`config.mk`:
```
export PLATFORM = sky130hd
export DESIGN_NAME = mem_bus_host_master
export DESIGN_NICKNAME = d
export VERILOG_FILES = /design/src/rtl/mem_bus_host_master.sv
export SDC_FILE = /design/constraint.sdc
export NUM_CORES = 1
export LEC_CHECK = 0
export BUFFER_PORTS_ARGS = -buffer_cell sky130_fd_sc_hd__buf_2
export CELL_PAD_IN_SITES_DETAIL_PLACEMENT = 0
export CELL_PAD_IN_SITES_GLOBAL_PLACEMENT = 2
export CORE_MARGIN = 2
export CORE_UTILIZATION = 30
export CTS_BUF_LIST = sky130_fd_sc_hd__clkbuf_4
export CTS_CLUSTER_DIAMETER = 200
export DETAILED_ROUTE_END_ITERATION = 8
export HOLD_SLACK_MARGIN = 0.1
export PLACE_DENSITY_LB_ADDON = 0.1
export SLEW_MARGIN = 20
export SYNTH_ARGS = -nofsm -noshare
export SYNTH_HDL_FRONTEND = slang
export SYNTH_SLANG_ARGS = --single-unit
```
`constraint.sdc`:
```
create_clock -name clk -period 2.2 [get_ports clk]
set_input_delay 0.44 -clock clk [delete_from_list [all_inputs] [get_ports clk]]
set_output_delay 0.44 -clock clk [all_outputs]
set_load 0.01 [all_outputs]
```
`src/rtl/mem_bus_host_master.sv`:
```
// Host-side second master on the nibble memory bus: byte bursts to/from the host after bus_gnt.
// Optional MEM_BUS_IO_READ_GUARD_EN: reads of 0xF00-0xF02 never reach the bus and return nibble 0.
module mem_bus_host_master #(
  parameter int RD_LATENCY  = 1,
  parameter int GNT_TIMEOUT = 255
) (
  input  logic        clk,
  input  logic        reset_n,
  input  logic        cmd_valid,
  output logic        cmd_ready,
  input  logic        cmd_write,
  input  logic [11:0] cmd_addr,
  input  logic [7:0]  cmd_len,
  input  logic        abort,
  input  logic [7:0]  wr_data,
  input  logic        wr_valid,
  output logic        wr_ready,
  output logic [7:0]  rd_data,
  output logic        rd_valid,
  input  logic        rd_ready,
  output logic        busy,
  output logic        done,
  output logic        aborted,
  output logic        bus_req,
  input  logic        bus_gnt,
  output logic [11:0] mem_addr,
  output logic        mem_write_en,
  output logic [3:0]  mem_write_data,
  input  logic [3:0]  mem_read_data,
  output logic [3:0]  state_dbg
);
  // Handshakes: a transfer happens on the rising edge where valid && ready are both high.

  typedef enum logic [3:0] {
    IDLE, REQ, RD_ADDR, RD_WAIT, RD_HOLD, WR_WAIT, WR_LO, WR_HI, DONE
  } state_t;

  localparam int LW = (RD_LATENCY > 1) ? $clog2(RD_LATENCY) : 1;
  localparam int GW = (GNT_TIMEOUT > 1) ? $clog2(GNT_TIMEOUT) : 1;

  state_t          state, state_nxt;
  logic [11:0]     ptr, ptr_nxt;
  logic [8:0]      cnt;
  logic [LW-1:0]   lat;
  logic [GW-1:0]   gcnt;
  logic            dir_wr, stop_q, lost_q, aborted_q, phase_hi, guard_q, guard_nxt;
  logic [3:0]      wr_hi, nib;
  logic            owning, gnt_lost, lost, stop, accept, sample, byte_end, capture;

  assign owning    = state inside {RD_ADDR, RD_WAIT, RD_HOLD, WR_WAIT, WR_LO, WR_HI};
  assign gnt_lost  = owning && !bus_gnt;
  assign lost      = lost_q || gnt_lost;
  assign stop      = stop_q || abort || lost;
  assign cmd_ready = reset_n && (state == IDLE);
  assign accept    = cmd_valid && cmd_ready;
  assign busy      = (state != IDLE) && (state != DONE);
  assign bus_req   = busy;
  assign done      = (state == DONE);
  assign aborted   = done && aborted_q;
  assign rd_valid  = (state == RD_HOLD);
  assign wr_ready  = (state == WR_WAIT) && wr_valid && !stop;
  assign state_dbg = state;
  assign nib       = guard_q ? 4'h0 : mem_read_data;

`ifdef MEM_BUS_IO_READ_GUARD_EN
  assign guard_nxt = (ptr_nxt >= 12'hF00) && (ptr_nxt <= 12'hF02);
`else
  assign guard_nxt = 1'b0;
`endif

  always_comb begin
    state_nxt = state;
    ptr_nxt   = ptr;
    sample    = 1'b0;
    byte_end  = 1'b0;
    capture   = 1'b0;
    case (state)
      IDLE: if (accept) begin
        state_nxt = REQ;
        ptr_nxt   = cmd_addr;
      end
      REQ: begin
        if (bus_gnt) state_nxt = dir_wr ? WR_WAIT : RD_ADDR;
        else if (stop) state_nxt = DONE;
        else if (GNT_TIMEOUT != 0 && gcnt == GW'(GNT_TIMEOUT - 1)) state_nxt = DONE;
      end
      RD_ADDR: begin
        if (RD_LATENCY == 0) sample = 1'b1;
        else state_nxt = RD_WAIT;
      end
      RD_WAIT: if (lat == LW'(RD_LATENCY - 1)) sample = 1'b1;
      RD_HOLD: if (rd_ready) begin
        byte_end  = 1'b1;
        state_nxt = (cnt == 9'd1 || stop) ? DONE : RD_ADDR;
      end
      WR_WAIT: begin
        if (stop) state_nxt = DONE;
        else if (wr_valid) begin
          capture   = 1'b1;
          state_nxt = WR_LO;
        end
      end
      WR_LO: begin
        ptr_nxt   = ptr + 12'd1;
        state_nxt = lost ? DONE : WR_HI;
      end
      WR_HI: begin
        ptr_nxt   = ptr + 12'd1;
        byte_end  = 1'b1;
        state_nxt = (cnt == 9'd1 || stop) ? DONE : WR_WAIT;
      end
      DONE:    state_nxt = IDLE;
      default: state_nxt = IDLE;
    endcase
    // A finished nibble read advances the pointer; losing the grant ends the command here.
    if (sample) begin
      ptr_nxt = ptr + 12'd1;
      if (lost) state_nxt = DONE;
      else if (!phase_hi) state_nxt = RD_ADDR;
      else state_nxt = RD_HOLD;
    end
  end

  always_ff @(posedge clk) begin
    if (!reset_n) begin
      state          <= IDLE;
      ptr            <= '0;
      cnt            <= '0;
      lat            <= '0;
      gcnt           <= '0;
      dir_wr         <= 1'b0;
      stop_q         <= 1'b0;
      lost_q         <= 1'b0;
      aborted_q      <= 1'b0;
      phase_hi       <= 1'b0;
      guard_q        <= 1'b0;
      wr_hi          <= '0;
      rd_data        <= '0;
      mem_addr       <= '0;
      mem_write_en   <= 1'b0;
      mem_write_data <= '0;
    end else begin
      state <= state_nxt;
      ptr   <= ptr_nxt;
      if (accept) begin
        cnt      <= {cmd_len == 8'd0, cmd_len};
        dir_wr   <= cmd_write;
        stop_q   <= 1'b0;
        lost_q   <= 1'b0;
        gcnt     <= '0;
        phase_hi <= 1'b0;
      end else begin
        if (busy) begin
          stop_q <= stop_q || abort || gnt_lost;
          lost_q <= lost_q || gnt_lost;
        end
        if (byte_end) cnt <= cnt - 9'd1;
        if (state == REQ) gcnt <= gcnt + GW'(1);
      end
      if (state == RD_WAIT) lat <= lat + LW'(1);
      else lat <= '0;
      if (sample) begin
        phase_hi <= !phase_hi;
        if (phase_hi) rd_data[7:4] <= nib;
        else rd_data[3:0] <= nib;
      end
      if (capture) wr_hi <= wr_data[7:4];
      // Any way into DONE other than completing the last byte counts as aborted.
      if (state_nxt == DONE) aborted_q <= !(byte_end && cnt == 9'd1);
      mem_write_en <= 1'b0;
      case (state_nxt)
        RD_ADDR: begin
          guard_q <= guard_nxt;
          if (!guard_nxt) mem_addr <= ptr_nxt;
        end
        WR_LO: begin
          mem_write_en   <= 1'b1;
          mem_addr       <= ptr_nxt;
          mem_write_data <= wr_data[3:0];
        end
        WR_HI: begin
          mem_write_en   <= 1'b1;
          mem_addr       <= ptr_nxt;
          mem_write_data <= wr_hi;
        end
        default: ;
      endcase
    end
  end
endmodule

```
Yosys cells after proc, flatten, opt, wreduce, memory -nomap -nowiden
Cells that the tools add are included.
{"block": "word_totals", "regBits": 68, "in_bits": 40}
{"block": "op_classes", "addsub": 4, "n_eq_ne": 15, "mux": 31, "bitwise": 2, "n_reduce_logical": 31}
{"cell": "$mux W4", "count": 12}
{"cell": "$pmux W4 S8", "count": 1}
{"cell": "$eq A4 B3 Y1 const B", "count": 6}
{"cell": "$mux W12", "count": 2}
{"cell": "$pmux W12 S2", "count": 1}
{"cell": "$mux W9", "count": 2}
{"cell": "$add A12 B1 Y12 const B", "count": 1}
{"cell": "$eq A4 B2 Y1 const B", "count": 3}
{"cell": "$eq A9 B1 Y1 const B", "count": 1}
{"cell": "$mux W1", "count": 9}
{"cell": "$sub A9 B1 Y9 const B", "count": 1}
{"cell": "$add A8 B1 Y8 const B", "count": 1}
{"cell": "$eq A4 B4 Y1 const B", "count": 2}
{"cell": "$eq A8 B8 Y1 const B", "count": 1}
{"cell": "$logic_and A1 B1 Y1", "count": 8}
{"cell": "$logic_not A8 Y1", "count": 1}
{"cell": "$pmux W4 S2", "count": 1}
{"cell": "$mux W3", "count": 2}
{"cell": "$reduce_and A2 Y1", "count": 3}
{"cell": "$reduce_bool A2 Y1", "count": 3}
{"cell": "$reduce_bool A6 Y1", "count": 1}
{"cell": "$reduce_or A2 Y1", "count": 3}
{"cell": "$logic_or A1 B1 Y1", "count": 5}
{"cell": "$eq A4 B1 Y1 const B", "count": 1}
{"cell": "other kinds (8)", "count": 12}

Depth between registers and ports, before layout
Gate-level depths: netlist (run 1).
{"block": "logic_depth", "ltp_word": 13, "ltp_mapped": 9}

Worst setup path before layout (run 1)
Ideal clock, no wire load.
{"block": "synth_timing", "kind": "register to register", "from": "register state[1], in the netlist state_dbg[1]", "to": "register mem_addr[10]", "setup_ns": 0.121, "t_arrival_ns": 2.104, "path_slack_ns": -0.025, "stages_incl_launch_ff": 8, "period_less_slack_ns": 2.225, "path_cell_list": "dfxtp_1 -> or2_1 -> a2111o_1 -> nor3b_1 -> a211oi_2 -> a31oi_4 -> buf_6 -> mux2_4"}
{"block": "synth_via", "elab_chain_len": 12}
{"item": "from (decl)", "line_no": "41", "text": "state_t state, state_nxt;"}
{"item": "from (signal assigned)", "line_no": "143", "text": "state <= state_nxt;"}
{"item": "$eq A4 B2 Y1 / $eq A4 B3 Y1 (equally long branches)", "line_no": "50, 77"}
{"item": "$reduce_bool A6 Y1", "line_no": "50", "text": "assign owning = state inside {RD_ADDR, RD_WAIT, RD_HOLD, WR_WAIT, WR_LO, WR_HI};"}
{"item": "$logic_and A1 B1 Y1", "line_no": "51", "text": "assign gnt_lost = owning && !bus_gnt;"}
{"item": "$logic_or A1 B1 Y1", "line_no": "52", "text": "assign lost = lost_q || gnt_lost;"}
{"item": "$logic_or A1 B1 Y1", "line_no": "53", "text": "assign stop = stop_q || abort || lost;"}
{"item": "$logic_or A1 B1 Y1", "line_no": "94, 110"}
{"item": "$mux W4", "line_no": "94", "text": "state_nxt = (cnt == 9'd1 || stop) ? DONE : RD_ADDR;"}
{"item": "$mux W4", "line_no": "92", "text": "RD_HOLD: if (rd_ready) begin"}
{"item": "$pmux W4 S8", "line_no": "77", "text": "case (state)"}
{"item": "$mux W4", "line_no": "116", "text": "if (sample) begin"}
{"item": "$eq A4 B2 Y1 / $eq A4 B3 Y1 (equally long branches)", "line_no": "171", "text": "case (state_nxt)"}
{"item": "$reduce_or A3 Y1 (no source line)"}
{"item": "to (signal assigned)", "line_no": "174", "text": "if (!guard_nxt) mem_addr <= ptr_nxt;"}
{"item": "to (signal assigned)", "line_no": "178", "text": "mem_addr <= ptr_nxt;"}
{"item": "to (signal assigned)", "line_no": "183", "text": "mem_addr <= ptr_nxt;"}
{"item": "to (decl)", "line_no": "26", "text": "output logic [11:0] mem_addr,"}
Parallel ways exist; a longest one is shown, timed or not.
A chain may end at the register's enable or synchronous reset.

Worst setup path after layout (run 1)
{"block": "layout_timing", "from": "register state[1], in the netlist state_dbg[1]", "to": "register mem_addr[11]"}
Same word-level chain as after synthesis.

==> impl_metrics.tcl, run 1 <==
set metrics [dict create \
    status "complete, but fails checks" \
    failed_checks "negative setup slack" \
    relSlewSlack 0.615 \
    ys.flop_type "dfxtp_1" \
    tightestPinTransition_ps 576 \
    rsz0062_at_grt "true" \
    start_util 0.305 \
    synth_fp_nets 466 \
    cts.sinks 68 \
    arrival_ps 2540 \
    yosysSeqAreaShare 0.373 \
    endpoint_kind "flip-flop" \
    startpoint_type "flip-flop" \
    grt_pass1_wl_um 17600 \
    synth_seq_cells 68 \
    gp_routability_congestion 0.846 \
    coreArea_um2 12000 \
    overflow 0 \
    num-nets-final 588 \
    yosysTopAreaCellShare 0.373 \
    setup_viol 5 \
    maxSlewViolCount 0 \
    dp.final_hpwl_um 8100 \
    netlist_top_cells_count "68 x dfxtp_1, 53 x nor2_1, 30 x nand2_1" \
    power_leakage_nw 2.15 \
    layout-drive-gt1-share 0.330 \
    synth.top_cells.by_area "dfxtp_1 37%, mux2i_1 7.7%, nor2_1 5.5%, and2_1 4.1%, nand2_1 3.1%" \
    hp-class "in2reg" \
    drt-initial-drc-count 128 \
    avgSynthCellArea_um2 8.67 \
    fmax_mhz 453 \
    fin_crit_sh 1.00 \
    syn_to_final_growth_pct 31.2 \
    routed_via_density 4.93 \
    yosysWarnings 0 \
    cts_hold_buf 0 \
    hold_viol 0 \
    yosysTopAreaCell "dfxtp_1" \
    dr_total_vias 3430 \
    io_pins 76 \
    drtAntennaViolNets 0 \
    wl_um 10800 \
    fillers 1257 \
    die-area_um2 13100 \
    remaining_drc_errors 0 \
    io_buffers 75 \
    grt_pass1_vias 3422 \
    htree_levels 3 \
    async_flop_share 0 \
    cap_violations 0 \
    die_y_um 114 \
    peakVddDrop_v 0.000335 \
    critical_path_class "reg2reg" \
    synth_most_common_cell "dfxtp_1" \
    holdWs_ps 225 \
    cts_tree "built" \
    fin_ws_ps -5.74 \
    rows 40 \
    cts_root_buf "clkbuf_4" \
    crit_path_max_fanout 8 \
    insertion_delay_ps 440 \
    clock_path_buffers 2 \
    placed_cells 675 \
    path_clk_slew_ps 110 \
    fp.dieW_um 114 \
    numCtsBuffers 9 \
    syn_area_um2 3650 \
    dr.pass1.iters 4 \
    antenna_found_initial 1 \
    finalClockSkew_ps 18.9 \
    required_ps 2530 \
    period_needed_ps 2210 \
    synth_edf_count 0 \
    syn-instance-count 421 \
    grt_use_total 0.175 \
    wl_per_cell_um 15.5 \
    synthDistinctLibCells 61 \
    p_per_area_nw_per_um2 556 \
    grt_max_degree 32 \
    final_cells 696 \
]
## where the power goes
group | switching, W | leakage, nW | internal [W]
Sequential | 0.0000517 | 0.553 | 0.00128
Combinational | 0.000303 | 1.53 | 0.000300
Clock | 0.000451 | 0.0692 | 0.000277
## kinds of logic after synthesis
logic type,after synthesis,synth area share
flops,68,0.373
simple gates,182,0.267
buf+inv,37,0.0459
compound gates,76,0.150
fa+ha+maj,5,0.0171
mux,35,0.104
xor+xnor,18,0.0432
## metrics by stage
stage	total power (W)	util	setup WS (ps)	instance area (um2)	TNS, ps
floorplan	0.00168	-	11.7	3660	0
global placement	0.00191	0.378	-69.2	4520	-568
detailed placement	0.00192	0.378	-150	4520	-1190
CTS	0.00269	0.394	-30.1	4720	-31.4
global route	0.00282	0.400	-68.4	4790	-763
finish	0.00266	0.400	-5.74	4790	-13.0
## area by class of cell
class | count | area, um2 | share of cell area
tap | 147 | 184 | 0.0384
inverter | 16 | 60.1 | 0.0125
timing repair buffer | 132 | 865 | 0.181
antenna | 1 | 2.50 | 0.000523
clock inverter | 3 | 13.8 | 0.00288
multi-input combinational | 316 | 2200 | 0.459
clock buffer | 13 | 97.6 | 0.0204
sequential | 68 | 1370 | 0.286
## worst paths after layout
kind	from	end	slack (ps)	cells past startpoint
setup / recovery	state_dbg[1]	mem_addr[11]	-6	7
hold reg to reg	mem_addr[6]	mem_addr[6]	470	2
setup reg to reg	state_dbg[1]	mem_addr[11]	-6	7
hold / removal	cmd_write	dir_wr	220	3
## worst max-delay path, cell delays in order (launching register included)
cell       delay [ps]
dfxtp_4           370
or2_4             240
a2111o_1          450
or3_4             360
o2111ai_4         100
a31oi_4           120
buf_12            160
mux2_4            290
## layer usage
metal | vias up | wire, um | track usage
met1 | 1614 | 4880 | 0.217
li1 | 1742 | - | -
met5 | - | 0 | 0
met2 | 67 | 5230 | 0.292
met4 | 0 | 150 | 0.0528
met3 | 7 | 498 | 0.0535
## flip-flops by register name, summed over array words and instances, names as in the netlist
name / cells
mem_addr: 12
ptr: 12
phase_hi: 1
state_dbg: 4
wr_hi: 4
dir_wr: 1
gcnt: 8
aborted_q: 1
mem_write_data: 4
lat: 1
rd_data: 8
stop_q: 1
lost_q: 1
mem_write_en: 1
cnt: 9
## layout by cell type, fill, tap and decap left out, types with 9 or more instances in the layout
master and count:
mux2i_1 28, nand4_1 9, nor2_1 52, clkbuf_4 13, dfxtp_1 64, and2_1 24
a21oi_1 19, nand2_1 30, buf_4 48, inv_1 14, xor2_1 11, nor3_1 10
buf_2 74
## timing repair
| action | CTS | global route |
|---|---|---|
| endpoints found under the setup margin | 18 | 19 |
| buffers inserted | 4 | 0 |
| pin swaps | 3 | 7 |
| gates cloned | 0 | 0 |
| resized for setup | 10 | 20 |
Note: power is estimated with default switching activity, not from simulation.
==> run 2: changes to the inputs <==
--- a/config.mk
+++ b/config.mk
@@ -5,16 +5,18 @@
 export SDC_FILE = /design/constraint.sdc
 export NUM_CORES = 1
 export LEC_CHECK = 0
+export ABC_AREA = 1
 export BUFFER_PORTS_ARGS = -buffer_cell sky130_fd_sc_hd__buf_2
 export CELL_PAD_IN_SITES_DETAIL_PLACEMENT = 0
 export CELL_PAD_IN_SITES_GLOBAL_PLACEMENT = 2
 export CORE_MARGIN = 2
-export CORE_UTILIZATION = 30
+export CORE_UTILIZATION = 28
 export CTS_BUF_LIST = sky130_fd_sc_hd__clkbuf_4
 export CTS_CLUSTER_DIAMETER = 200
 export DETAILED_ROUTE_END_ITERATION = 8
 export HOLD_SLACK_MARGIN = 0.1
 export PLACE_DENSITY_LB_ADDON = 0.1
+export SETUP_SLACK_MARGIN = 0.2
 export SLEW_MARGIN = 20
 export SYNTH_ARGS = -nofsm -noshare
 export SYNTH_HDL_FRONTEND = slang
==> run 2 against run 1 <==
The flow now finishes without violations; synthesized cell count grew 24%; sequential cell count unchanged; core utilization fell by 2.2 points; final cell count increased by 17%; wire length up 4.0%; final area decreased by 0.60%; sequential share of layout area rose by 0.30 points; largest power group unchanged.
==> impl_metrics.tcl, run 2 <==
set metrics [dict create \
    hp-class "in2reg" \
    fmax_mhz 506 \
    ys.flop_type "dfxtp_1" \
    coreArea_um2 12600 \
    min_from "cmd_write" \
    crit_path_max_fanout 5 \
    cts_root_buf "clkbuf_4" \
    layout-drive-gt1-share 0.311 \
    drt-initial-drc-count 165 \
    wl_um 11200 \
    peakVddDrop_v 0.000222 \
    routed_via_density 4.55 \
    num-nets-final 679 \
    die_y_um 117 \
    grt_use_total 0.162 \
    syn_area_um2 3600 \
    final_common_cell "nand2_1" \
    rows 41 \
    yosys.area_share.adder 0.0174 \
    drtAntennaViolNets 0 \
    cts_tree "built" \
    clock_path_buffers 2 \
    synth_fp_nets 568 \
    gp_routability_congestion 0.816 \
    hold_viol 0 \
    synth_simple_gate_area_share 0.359 \
    cpMaxStageDelayCell "dfxtp_4" \
    synth-compound-area-share 0.130 \
    whs_endpoint "dir_wr" \
    setup_tns_ps 0 \
    yosysTopAreaCellShare 0.378 \
    synth_most_common_cell "nand2_1" \
    maxSlewViolCount 0 \
    insertion_delay_ps 450 \
    r2r_cells 14 \
    numCtsBuffers 9 \
    cap_violations 0 \
    yosysWarnings 0 \
    async_flop_share 0 \
    cp_slowest_stage_delay_ps 380 \
    crit_chain "o21ai_2 -> nor2_1 -> nor2_1 -> buf_6 -> nand4_4 -> inv_4 -> buf_6" \
    synth_xor_area_frac 0.0194 \
    avgSynthCellArea_um2 6.89 \
    die-area_um2 13800 \
    io_pins 76 \
    remaining_drc_errors 0 \
    wl_per_cell_um 13.8 \
    synthDistinctLibCells 37 \
    antenna_found_initial 0 \
    reg2reg_slack_ps 280 \
    relSlewSlack 0.723 \
    netlist_top_cells_count "102 x nand2_1, 88 x nor2_1, 68 x dfxtp_1" \
    syn-instance-count 523 \
    fin_crit_sh 0.899 \
    synth.top_cells.by_area "dfxtp_1 38%, nand2_1 11%, nor2_1 9.2%, inv_1 5.9%, o21ai_0 5.7%" \
    cp_top_family "flip-flops" \
    dr_total_vias 3689 \
    tightestPinTransition_ps 414 \
    rsz0062_at_grt "true" \
    setup_viol 0 \
    overflow 0 \
    top_regs "mem_addr: 12 flops, ptr: 12 flops, cnt: 9 flops" \
    finalClockSkew_ps 15.4 \
    synthMuxAreaShare 0 \
    start_util 0.287 \
    syn_to_final_growth_pct 32.0 \
    critical_path_class "reg2out" \
    p_per_area_nw_per_um2 647 \
    dp.final_hpwl_um 8240 \
    cts.sinks 68 \
    power_leakage_nw 2.14 \
    layout_common_cells "98 x nand2_1, 83 x nor2_1, 73 x buf_2" \
    cts_hold_buf 0 \
    p_total_w 0.00308 \
    synth_top_family_by_area "simple AND/OR/NAND/NOR gates" \
    status "finished clean" \
    r2r_start "state_dbg[2]" \
    path_buf_inv 3 \
    endpoint_kind "primary output" \
    synth_edf_count 0 \
    period_needed_ps 1980 \
    timing.rr.end "mem_addr[2]" \
    grt_max_degree 34 \
    fillers 1387 \
    synth_seq_cells 68 \
    path_clk_slew_ps 120 \
    startpoint_type "flip-flop" \
    required_ps 1760 \
    grt_pass1_vias 3596 \
    yosysSeqAreaShare 0.378 \
    htree_levels 3 \
    io_buffers 75 \
    holdPathStages 3 \
    antenna_cells 0 \
    arrival_ps 1540 \
    yosysTopAreaCell "dfxtp_1" \
    dr.pass1.iters 4 \
    fp.dieW_um 117 \
    grt_pass1_wl_um 17800 \
]
[run 2: worst max-delay path by stage]
stage	start	to	slack [ps]	depth (start not counted)
final	state_dbg[2]	wr_ready	220	7
after global routing	state_dbg[2]	wr_ready	130	7
after CTS	state_dbg[3]	wr_ready	150	8
after detailed placement	state_dbg[2]	state_dbg[3]	20	12
after global placement	state_dbg[2]	state_dbg[3]	4	12
after floorplan	state_dbg[3]	mem_addr[10]	430	15
[run 2: per-stage QoR]
step | std cells | area (um2) | utilization | setup WS (ps) | hold slack [ps]
after floorplan | 523 | 3600 | - | 427 | 435
after global placement | 770 | 4210 | 0.335 | 4.23 | 464
after detailed placement | 770 | 4210 | 0.335 | 16.1 | 474
after CTS | 792 | 4440 | 0.353 | 148 | 156
after global routing | 811 | 4760 | 0.379 | 127 | 205
final | 811 | 4760 | 0.379 | 222 | 198
[run 2: worst register-to-register path, cell delays in order, from the launching register on]
cell	delay [ps]
dfxtp_4	380
o21ai_2	120
nor2_1	40
nor2_1	130
buf_6	140
buf_4	130
nand4_1	130
nand2_2	130
nor2_4	40
nand2_4	130
buf_12	120
nand3_4	120
nand3_2	100
nand2_1	50
nor2_1	100
[run 2: logic make-up (layout without fill, tap and decap cells)]
| kind of cell | after synthesis | in the layout |
|---|---|---|
| compound gates | 83 | 83 |
| simple gates | 279 | 281 |
| xor+xnor | 8 | 8 |
| fa+ha+maj | 5 | 5 |
| flops | 68 | 68 |
| buf+inv | 80 | 194 |
[run 2: layer usage]
layer / vias up / track usage / share of wire / wire, um
li1: 1918 / - / - / -
met1: 1689 / 0.201 / 0.47 / 5290
met2: 65 / 0.272 / 0.47 / 5230
met3: 17 / 0.0311 / 0.037 / 411
met4: 0 / 0.0768 / 0.023 / 253
met5: - / 0 / 0 / 0
[run 2: area by class of cell]
type                    count  area (um2)  share of cell area
clock buffers              10        75.1              0.0158
clock inverters             6        65.1              0.0137
inverters                  64         258              0.0542
multi-input cells         377        2050               0.430
flip-flops and latches     68        1380               0.289
well taps                 172         215              0.0452
repair buffers            114         724               0.152
[run 2: where the power goes]
part / total [W] / internal, W / switching, W
logic: 0.000849 / 0.000361 / 0.000487
clock network: 0.000863 / 0.000355 / 0.000508
registers: 0.00137 / 0.00131 / 0.0000584
[run 2: repair_timing]
| action | 4_1_cts | 5_1_grt |
|---|---|---|
| endpoints found under the setup margin | 27 | 24 |
| pin swaps | 0 | 11 |
| cloned | 0 | 2 |
| buffers inserted | 6 | 17 |
| resized for setup | 17 | 37 |
==> run 3: changes to the inputs <==
==> constraint.sdc (replaced) <==
create_clock -name clk -period 2.2 [get_ports clk]
set_input_delay 0.11 -clock clk [delete_from_list [all_inputs] [get_ports clk]]
set_output_delay 0.11 -clock clk [all_outputs]
set_load 0.01 [all_outputs]
==> run 3 against run 2 <==
Final area up 4.2%; sequential share of layout area down 1.2 points; sequential cell count unchanged; first-iteration DRC count up 19%; clock power down 2%; non-clock buffer count up 26; via count up 1.8%; combinational power down 1%; final cell count up 3.2%; wire length down 0.80%; maximum frequency up 6.0%; critical path depth up 7; largest cell class unchanged; highest routed layer unchanged.
==> impl_metrics.tcl, run 3 (same netlist as run 2, synthesis figures left out) <==
set metrics [dict create \
    final_core_util 0.394 \
    drtAntennaViolNets 0 \
    startpoint_type "flip-flop" \
    die-area_um2 13800 \
    peakVddDrop_v 0.000201 \
    coreArea_um2 12600 \
    period_needed_ps 1870 \
    cts.sinks 68 \
    io_pins 76 \
    drt-initial-drc-count 197 \
    setup_viol 0 \
    dr_total_vias 3755 \
    fp.dieW_um 117 \
    layout-drive-gt1-share 0.274 \
    fillers 1378 \
    p_per_area_nw_per_um2 614 \
    path_clk_slew_ps 110 \
    gp_routability_congestion 0.843 \
    overflow 0 \
    wl_um 11100 \
    maxSlewViolCount 0 \
    routed_via_density 4.49 \
    io_buffers 75 \
    seq_area_um2 1370 \
    dp.final_hpwl_um 8010 \
    finalClockSkew_ps 9.10 \
    layout_common_cells "98 x nand2_1, 84 x nor2_1, 75 x buf_2" \
    placed_cells 768 \
    setup_tns_ps 0 \
    hold_viol 0 \
    arrival_ps 2230 \
    rsz0062_at_grt "false" \
    final_cells 837 \
    antenna_cells 0 \
    cap_violations 0 \
    num-nets-final 705 \
    syn_to_final_growth_pct 37.6 \
    tightestPinTransition_ps 431 \
    top_regs "mem_addr: 12 flops, ptr: 12 flops, cnt: 9 flops" \
    fin_area_um2 4960 \
    wl_per_cell_um 13.3 \
    fmax_mhz 536 \
    power_leakage_nw 2.24 \
    multiInputGateArea_um2 2010 \
    grt_pass1_vias 3553 \
    antenna_found_initial 0 \
    dpl_cell_area_um2 4210 \
    status "finished clean" \
    grt_use_total 0.160 \
    rows 41 \
    required_ps 2560 \
    grt_max_degree 34 \
    hp-class "in2reg" \
    dr.pass1.iters 4 \
    htree_levels 3 \
    cts_tree "built" \
    cts_root_buf "clkbuf_4" \
    remaining_drc_errors 0 \
    start_util 0.287 \
    fin_crit_sh 0.848 \
    crit_path_max_fanout 8 \
    relSlewSlack 0.713 \
    critical_path_class "reg2reg" \
    grt_pass1_wl_um 17800 \
    insertion_delay_ps 420 \
    die_y_um 117 \
    numCtsBuffers 9 \
    endpoint_kind "flip-flop" \
    final_common_cell "nand2_1" \
    clock_path_buffers 2 \
]
-- run 3: path summary, 6_finish.rpt --
check	startpoint	end	slack [ps]	depth (start not counted)
worst max-delay path	state_dbg[3]	mem_addr[4]	330	14
worst min register to register	dir_wr	dir_wr	490	2
worst min-delay path	cmd_addr[9]	ptr[9]	150	7
worst max register to register	state_dbg[3]	mem_addr[4]	330	14
-- run 3: report_power, final --
part	total, W	leakage (nW)	internal, W	switching [W]
clock network	0.000844	0.0766	0.000367	0.000477
registers	0.00136	0.555	0.00131	0.0000568
logic	0.000837	1.61	0.000363	0.000474
total	0.00305	2.24	0.00204	0.00101
-- run 3: what timing repair did --
item | CTS | global route
endpoints found under the setup margin | 16 | 30
buffers inserted | 2 | 11
endpoints found under the hold margin | 38 | 0
cloned | 0 | 2
hold buffers | 38 | 0
resized for setup | 5 | 28
pin swaps | 0 | 8
-- run 3: metrics by stage --
stage          hold slack (ps)  worst slack (ps)  power, W
6_report                   150               334   0.00305
5_1_grt                    170               177   0.00325
4_1_cts                    113               229   0.00300
3_5_place_dp               317              97.5   0.00208
3_3_place_gp               312              69.6   0.00208
2_1_floorplan              223               427   0.00186
-- run 3: cell type report --
cell class | count | share of cell area
Clock inverter | 5 | 0.0106
Tap cell | 172 | 0.0434
Inverter | 64 | 0.0485
Timing Repair Buffer | 140 | 0.199
Clock buffer | 11 | 0.0167
Multi-Input combinational cell | 377 | 0.405
Sequential cell | 68 | 0.277
-- run 3: metal layers --
layer	vias to the layer above	track usage	wire length (um)
met2	82	0.260	5010
met3	15	0.0292	400
met1	1683	0.213	5490
met4	0	0.0557	187
li1	1975	-	-
met5	-	0	0
-- run 3: worst max-delay path: stages (launching register included) --
cell     delay (ps)
dfxtp_4         380
inv_2            60
o21ai_1          80
nor2_1           60
nor2_1          110
buf_6           150
nand4_1         180
nand2_2         150
nor2_4           40
nand2_4         140
buf_12          130
nand3_4          90
nand3_1          90
nand2_1          50
nor2_1           90
